File: src/rtl/ifd_pkg.sv
// ============================================================================
// ifd_pkg : shared types and helpers for instr_frame_dispatcher
// Rev 1.0
// ============================================================================
`default_nettype none

package ifd_pkg;

  localparam int CNT_W = 8;

  typedef enum logic [1:0] {
    ST_IDLE   = 2'd0,
    ST_RECV   = 2'd1,
    ST_COMMIT = 2'd2
  } state_t;

  function automatic int clog2_f(input int v);
    int r;
    r = 0;
    for (int i = 0; i < 31; i++) begin
      if ((1 << i) < v) r = i + 1;
    end
    return r;
  endfunction

  function automatic logic [CNT_W-1:0] sat_inc(input logic [CNT_W-1:0] v);
    return (&v) ? v : v + 1'b1;
  endfunction

endpackage

`default_nettype wire

File: src/rtl/ifd_frame_fifo.sv
// ============================================================================
// ifd_frame_fifo : synchronous FIFO, push accepted when full if a pop coincides
// Rev 1.0
// ============================================================================
`default_nettype none

module ifd_frame_fifo #(
  parameter int WIDTH = 72,
  parameter int DEPTH = 2
) (
  input  logic             clk,
  input  logic             rst_n,
  input  logic             i_push,
  input  logic [WIDTH-1:0] i_data,
  input  logic             i_pop,
  output logic [WIDTH-1:0] o_data,
  output logic             o_full,
  output logic             o_empty
);

  localparam int AW = $clog2(DEPTH);

  logic [WIDTH-1:0] r_mem [DEPTH];
  logic [AW-1:0]    r_wr;
  logic [AW-1:0]    r_rd;
  logic [AW:0]      r_cnt;
  logic             w_do_pop;
  logic             w_do_push;

  assign o_full    = (r_cnt == (AW+1)'(DEPTH));
  assign o_empty   = (r_cnt == '0);
  assign o_data    = r_mem[r_rd];
  assign w_do_pop  = i_pop & ~o_empty;
  assign w_do_push = i_push & (~o_full | w_do_pop);

  always_ff @(posedge clk) begin
    if (w_do_push) r_mem[r_wr] <= i_data;
  end

  always_ff @(posedge clk or negedge rst_n) begin
    if (!rst_n) begin
      r_wr  <= '0;
      r_rd  <= '0;
      r_cnt <= '0;
    end else begin
      if (w_do_push) r_wr <= r_wr + 1'b1;
      if (w_do_pop)  r_rd <= r_rd + 1'b1;
      case ({w_do_push, w_do_pop})
        2'b10:   r_cnt <= r_cnt + 1'b1;
        2'b01:   r_cnt <= r_cnt - 1'b1;
        default: r_cnt <= r_cnt;
      endcase
    end
  end

endmodule

`default_nettype wire

File: src/rtl/instr_frame_dispatcher.sv
// ============================================================================
// instr_frame_dispatcher : SPI byte -> frame assembler, frame queue, one-hot
// channel dispatch with error/overflow counters. `define CHECKSUM_EN adds a
// trailing XOR byte per frame.                                      Rev 1.0
// ============================================================================
`default_nettype none

module instr_frame_dispatcher
  import ifd_pkg::*;
#(
  parameter int DATA_BYTES     = 8,
  parameter int NUM_CHANNELS   = 4,
  parameter int QUEUE_DEPTH    = 2,
  parameter int TIMEOUT_CYCLES = 1024,
  parameter int BN_W           = 4
) (
  input  logic                    sysClk,
  input  logic                    sysRst_n,
  input  logic [7:0]              spi_byte,
  input  logic                    spi_input_valid,
  input  logic [BN_W-1:0]         spi_byte_num,
  output logic [7:0]              cmd_instruction,
  output logic [8*DATA_BYTES-1:0] cmd_data,
  output logic [NUM_CHANNELS-1:0] cmd_valid,
  input  logic [NUM_CHANNELS-1:0] cmd_ready,
  output logic [CNT_W-1:0]        frame_err_cnt,
  output logic [CNT_W-1:0]        overflow_cnt,
  output logic                    busy
);

  localparam int CH_W  = clog2_f(NUM_CHANNELS);
  localparam int DW    = 8 * DATA_BYTES;
  localparam int TMO_W = clog2_f(TIMEOUT_CYCLES + 1);
`ifdef CHECKSUM_EN
  localparam int LAST_IDX = DATA_BYTES + 1;
`else
  localparam int LAST_IDX = DATA_BYTES;
`endif
  localparam logic [BN_W-1:0]  LAST_BN = BN_W'(LAST_IDX);
  localparam logic [TMO_W-1:0] TMO_MAX = TMO_W'(TIMEOUT_CYCLES - 1);

  state_t            r_state;
  logic [7:0]        r_instr;
  logic [DW-1:0]     r_data;
  logic [BN_W-1:0]   r_expect;
  logic [TMO_W-1:0]  r_tmo;
  logic [CNT_W-1:0]  r_err_cnt;
  logic [CNT_W-1:0]  r_ovf_cnt;
`ifdef CHECKSUM_EN
  logic [7:0]        r_csum;
`endif

  logic [DW+7:0]     w_head;
  logic              w_full;
  logic              w_empty;
  logic              w_push;
  logic              w_pop;
  logic              w_idx0;
  logic              w_match;
  logic [CH_W-1:0]   w_sel;

  assign w_idx0  = (spi_byte_num == '0);
  assign w_match = (spi_byte_num == r_expect);

  // A full queue still accepts the frame when the head leaves in the same cycle
  assign w_push = (r_state == ST_COMMIT) && (!w_full || w_pop);

  always_ff @(posedge sysClk or negedge sysRst_n) begin
    if (!sysRst_n) begin
      r_state   <= ST_IDLE;
      r_instr   <= '0;
      r_data    <= '0;
      r_expect  <= '0;
      r_tmo     <= '0;
      r_err_cnt <= '0;
      r_ovf_cnt <= '0;
`ifdef CHECKSUM_EN
      r_csum    <= '0;
`endif
    end else begin
      case (r_state)
        ST_IDLE, ST_COMMIT: begin
          if ((r_state == ST_COMMIT) && !w_push) r_ovf_cnt <= sat_inc(r_ovf_cnt);
          r_state <= ST_IDLE;
          r_tmo   <= '0;
          if (spi_input_valid) begin
            if (w_idx0) begin
              r_instr  <= spi_byte;
              r_expect <= BN_W'(1);
              r_state  <= ST_RECV;
`ifdef CHECKSUM_EN
              r_csum   <= spi_byte;
`endif
            end else begin
              r_err_cnt <= sat_inc(r_err_cnt);
            end
          end
        end

        ST_RECV: begin
          if (spi_input_valid) begin
            r_tmo <= '0;
            if (w_match) begin
`ifdef CHECKSUM_EN
              if (r_expect == LAST_BN) begin
                if (spi_byte == r_csum) begin
                  r_state <= ST_COMMIT;
                end else begin
                  r_err_cnt <= sat_inc(r_err_cnt);
                  r_state   <= ST_IDLE;
                end
              end else begin
                r_data   <= (r_data << 8) | DW'(spi_byte);
                r_csum   <= r_csum ^ spi_byte;
                r_expect <= r_expect + 1'b1;
              end
`else
              r_data   <= (r_data << 8) | DW'(spi_byte);
              r_expect <= r_expect + 1'b1;
              if (r_expect == LAST_BN) r_state <= ST_COMMIT;
`endif
            end else if (w_idx0) begin
              // Restart: the new byte 0 becomes the instruction of a fresh frame
              r_err_cnt <= sat_inc(r_err_cnt);
              r_instr   <= spi_byte;
              r_expect  <= BN_W'(1);
`ifdef CHECKSUM_EN
              r_csum    <= spi_byte;
`endif
            end else begin
              r_err_cnt <= sat_inc(r_err_cnt);
              r_state   <= ST_IDLE;
            end
          end else if (r_tmo == TMO_MAX) begin
            r_err_cnt <= sat_inc(r_err_cnt);
            r_tmo     <= '0;
            r_state   <= ST_IDLE;
          end else begin
            r_tmo <= r_tmo + 1'b1;
          end
        end

        default: r_state <= ST_IDLE;
      endcase
    end
  end

  ifd_frame_fifo #(
    .WIDTH (DW + 8),
    .DEPTH (QUEUE_DEPTH)
  ) u_fifo (
    .clk     (sysClk),
    .rst_n   (sysRst_n),
    .i_push  (w_push),
    .i_data  ({r_instr, r_data}),
    .i_pop   (w_pop),
    .o_data  (w_head),
    .o_full  (w_full),
    .o_empty (w_empty)
  );

  assign cmd_instruction = w_empty ? 8'h00 : w_head[DW+7:DW];
  assign cmd_data        = w_empty ? '0 : w_head[DW-1:0];
  assign w_sel           = cmd_instruction[7 -: CH_W];
  assign cmd_valid       = w_empty ? '0 : (NUM_CHANNELS'(1) << w_sel);
  assign w_pop           = |(cmd_valid & cmd_ready);
  assign frame_err_cnt   = r_err_cnt;
  assign overflow_cnt    = r_ovf_cnt;
  assign busy            = (r_state != ST_IDLE) | ~w_empty;

endmodule

`default_nettype wire
File: config.mk
export PLATFORM = sky130hd
export DESIGN_NAME = instr_frame_dispatcher
export DESIGN_NICKNAME = d
export VERILOG_FILES = /design/src/rtl/ifd_pkg.sv /design/src/rtl/ifd_frame_fifo.sv /design/src/rtl/instr_frame_dispatcher.sv
export SDC_FILE = /design/constraint.sdc
export NUM_CORES = 1
export LEC_CHECK = 0
export ABC_CLOCK_PERIOD_IN_PS = 8000
export BUFFER_PORTS_ARGS = -buffer_cell sky130_fd_sc_hd__buf_2
export CAP_MARGIN = 20
export CORE_ASPECT_RATIO = 0.6
export CORE_UTILIZATION = 40
export CTS_CLUSTER_DIAMETER = 60
export CTS_CLUSTER_SIZE = 12
export DETAILED_ROUTE_END_ITERATION = 8
export GPL_TIMING_DRIVEN = 0
export PLACE_DENSITY = 0.67
export REMOVE_ABC_BUFFERS = 1
export SLEW_MARGIN = 20
export SYNTH_ARGS = -nofsm -noshare
export SYNTH_HDL_FRONTEND = slang
export SYNTH_SLANG_ARGS = --single-unit
File: constraint.sdc
create_clock -name sysClk -period 8 [get_ports sysClk]
set_input_delay 0.4 -clock sysClk [delete_from_list [all_inputs] [get_ports sysClk]]
set_output_delay 0.4 -clock sysClk [all_outputs]
set_load 0.01 [all_outputs]
==> out/metrics.yaml <==
outcome:
  status: "finished, violations left"
  failed_checks: "design-rule violations"
yosys:
  synth_most_common_cell: "edfxtp_1"
  synth_cells: 656
  synth-edff-count: 144
  synth_common_cells: "144 x edfxtp_1, 109 x dfrtp_1, 89 x nor2_1"
  synth_area_leader_cell: "edfxtp_1"
  ys_seq_area_frac: 0.701
  netlist_area_mm2: 0.0101
  synth_top_area_share: 0.430
  synth.area.top_cells: "edfxtp_1 43%, dfrtp_1 27%, mux2_2 8.2%"
  avgSynthCellArea_um2: 15.3
  synth-main-ff-cell: "edfxtp_1"
  synth.ff_latch_count: 253
  yosys_warnings: 0
  async_reset_ff_frac: 0.431
  netlist-cell-type-count: 44
timing:
  fmax_mhz: 300
  slew_headroom: 0.422
  slew_violations: 0
  worst_pin_slew_ps: 867
  rsz0062_at_grt: "false"
  clock_skew_ps: 20.9
  hold_violations: 0
  min_period_ps: 3330
  fin_ws_ps: 4670
  setup_viol: 0
  finalCritPeriodShare: 0.416
setup_path:
  critical-path-top-delay-family: "multiplexers"
  path_max_fanout: 29
  crit_path_end_kind: "flop"
  crit_buf_inv: 3
  cp_cell_sequence: "buf_12, mux2i_2, mux2i_4, o21ai_2, nor2_4, buf_16, buf_16"
  critPathLaunchType: "flop"
  path_class: "flop to flop"
  worstPathArrival_ps: 3560
  path_common_cell: "buf_16"
  slowest_stage: "dfrtp_4"
  cp.required_ps: 8230
  max_stage_delay_ps: 690
placement:
  place_congestion: 0.762
  post-place-cells: 1074
  place.port_buffers: 111
  place_hpwl_um: 11500
  place_ws_ps: 4590
clock_tree:
  clk_latency_ps: 530
  cts_tree: "yes"
  cts_root_buffer: "clkbuf_16"
  cts_resized: 0
  cts-buffers-inserted: 25
  htreeDepth: 1
  clockBufferDepth: 3
  path_clk_slew_ps: 60
  cts.sinks: 253
global_routing:
  overflow: 0
  antenna_found_initial: 0
  groute.usage.overall: 0.146
  grt_pass1_vias: 5381
  grt_max_degree: 57
  grt_first_pass_wirelength_um: 29400
pwr:
  pwr_density_cell_mw_per_mm2: 294
  ir_worst_vdd_uv: 211
  power.leakage_nw: 5.05
final_layout:
  nNetsFinal: 805
  antenna_cells: 0
  drive_above_1_share: 0.302
  utilization: 0.490
  final_cell_count_no_fill: 1121
  area_growth_pct: 19.0
flow_run:
  cap_violations: 0
routing:
  num_vias: 5460
  first_pass_iters: 9
  wl_per_cell_um: 16.2
  drc: 4
  drtAntennaViolNets: 0
  wl_um: 18200
  via_per_inst: 4.87
  first_iter_violations: 267
die:
  rows: 44
  pin_count: 112
  die_h_um: 125
  core_mm2: 0.0244
  fp.dieW_um: 207
  start_util: 0.412
  die-area_mm2: 0.0258
worst_hold_path:
  hp-class: "input pin to flop"
[cell type report]
type | count | area [µm²]
inverter | 6 | 22.5
timing repair buffer | 125 | 877
sequential | 253 | 7060
clock buffer | 43 | 693
fill | 2124 | 12500
tap | 322 | 403
clock inverter | 3 | 23.8
multi-input combinational | 369 | 2900
[layout by cell type (no fill, tap or decap), types with 2 or more instances in the layout]
master | Yosys | routed
nor2b_1 | 2 | 2
ha_1 | 6 | 6
mux2i_1 | 74 | 74
mux2_2 | 73 | 73
xnor2_1 | 9 | 9
nand4_1 | 5 | 5
nand3_1 | 12 | 12
clkbuf_1 | 11 | 18
buf_16 | 0 | 6
a22o_1 | 4 | 4
or2_2 | 2 | 2
edfxtp_1 | 144 | 144
buf_2 | 7 | 110
or3_1 | 3 | 3
nor3_1 | 8 | 7
nor4_1 | 6 | 6
a21oi_1 | 3 | 3
buf_12 | 0 | 7
nor4_2 | 2 | 2
xor2_1 | 18 | 18
nand2b_1 | 4 | 4
inv_1 | 6 | 6
dfrtp_1 | 109 | 108
nor3b_1 | 3 | 3
o21ai_0 | 10 | 10
nand2_1 | 15 | 15
mux2i_4 | 2 | 2
clkbuf_16 | 0 | 25
and2_1 | 4 | 4
nor2_4 | 0 | 4
nor2_1 | 89 | 85
[routing by layer]
metal	routed length (µm)	GRT usage
met3	1100	0.0434
met5	0	0
met1	9150	0.216
met4	261	0.0258
met2	7660	0.213
[final timing paths]
| check | cells after the start | startpoint | endpoint | slack, ps |
|---|---|---|---|---|
| max | 7 | u_fifo.r_rd$_DFFE_PN0P_ | u_fifo.r_mem[0][59]$_DFFE_PP_ | 4670 |
| min | 2 | spi_byte[4] | r_instr[4]$_DFFE_PN0P_ | 120 |
| max reg2reg | 7 | u_fifo.r_rd$_DFFE_PN0P_ | u_fifo.r_mem[0][59]$_DFFE_PP_ | 4670 |
| min reg2reg | 0 | r_instr[0]$_DFFE_PN0P_ | u_fifo.r_mem[0][64]$_DFFE_PP_ | 460 |
| max in group asynchronous | 3 | sysRst_n | u_fifo.r_rd$_DFFE_PN0P_ | 6880 |
| min in group asynchronous | 2 | sysRst_n | r_data[45]$_DFFE_PN0P_ | 390 |
[timing repair]
action,4_1_cts,5_1_grt
hold buffers,1,0
setup buffers,0,0
hold endpoints to repair,53,0
endpoints found under the setup margin,0,0
[through the flow]
step | total power, mW | area, µm² | hold slack [ps] | setup TNS, ps
after floorplan | 2.11 | 9940 | 104 | 0
after global placement | 2.52 | 10900 | 448 | -355160
after detailed placement | 2.50 | 11200 | 397 | 0
after CTS | 3.58 | 12000 | 85.9 | 0
after global routing | 3.73 | 12000 | 90.2 | 0
final | 3.52 | 12000 | 118 | 0
[where the power goes]
part | switching (mW) | internal, mW | leakage, nW | total (mW)
sequential | 0.0765 | 1.42 | 2.77 | 1.50
combinational | 0.530 | 0.429 | 1.94 | 0.960
clock | 0.472 | 0.588 | 0.341 | 1.06
[kinds of logic (layout without fill, tap and decap cells)]
| kind of cell | after synthesis | in the layout | share of synthesized area |
|---|---|---|---|
| and+or+nand+nor | 160 | 160 | 0.0742 |
| AOI/OAI and AO/OA | 25 | 25 | 0.0169 |
| muxes | 151 | 151 | 0.162 |
| DFF | 253 | 253 | 0.701 |
| xor gates and xnor gates | 27 | 27 | 0.0235 |
| buffers and inverters | 34 | 177 | 0.0147 |
| adders and majority gates | 6 | 6 | 0.00746 |
[state kept, by name (all words and copies together), names as in the netlist]
name and flops:
frame_err_cnt 8, u_fifo.r_wr 1, u_fifo.r_cnt 2, u_fifo.r_rd 1, u_fifo.r_mem 144, r_expect 4, r_tmo 11, overflow_cnt 8
r_data 64, r_state 2, r_instr 8
(Power assumes the default switching activity.)
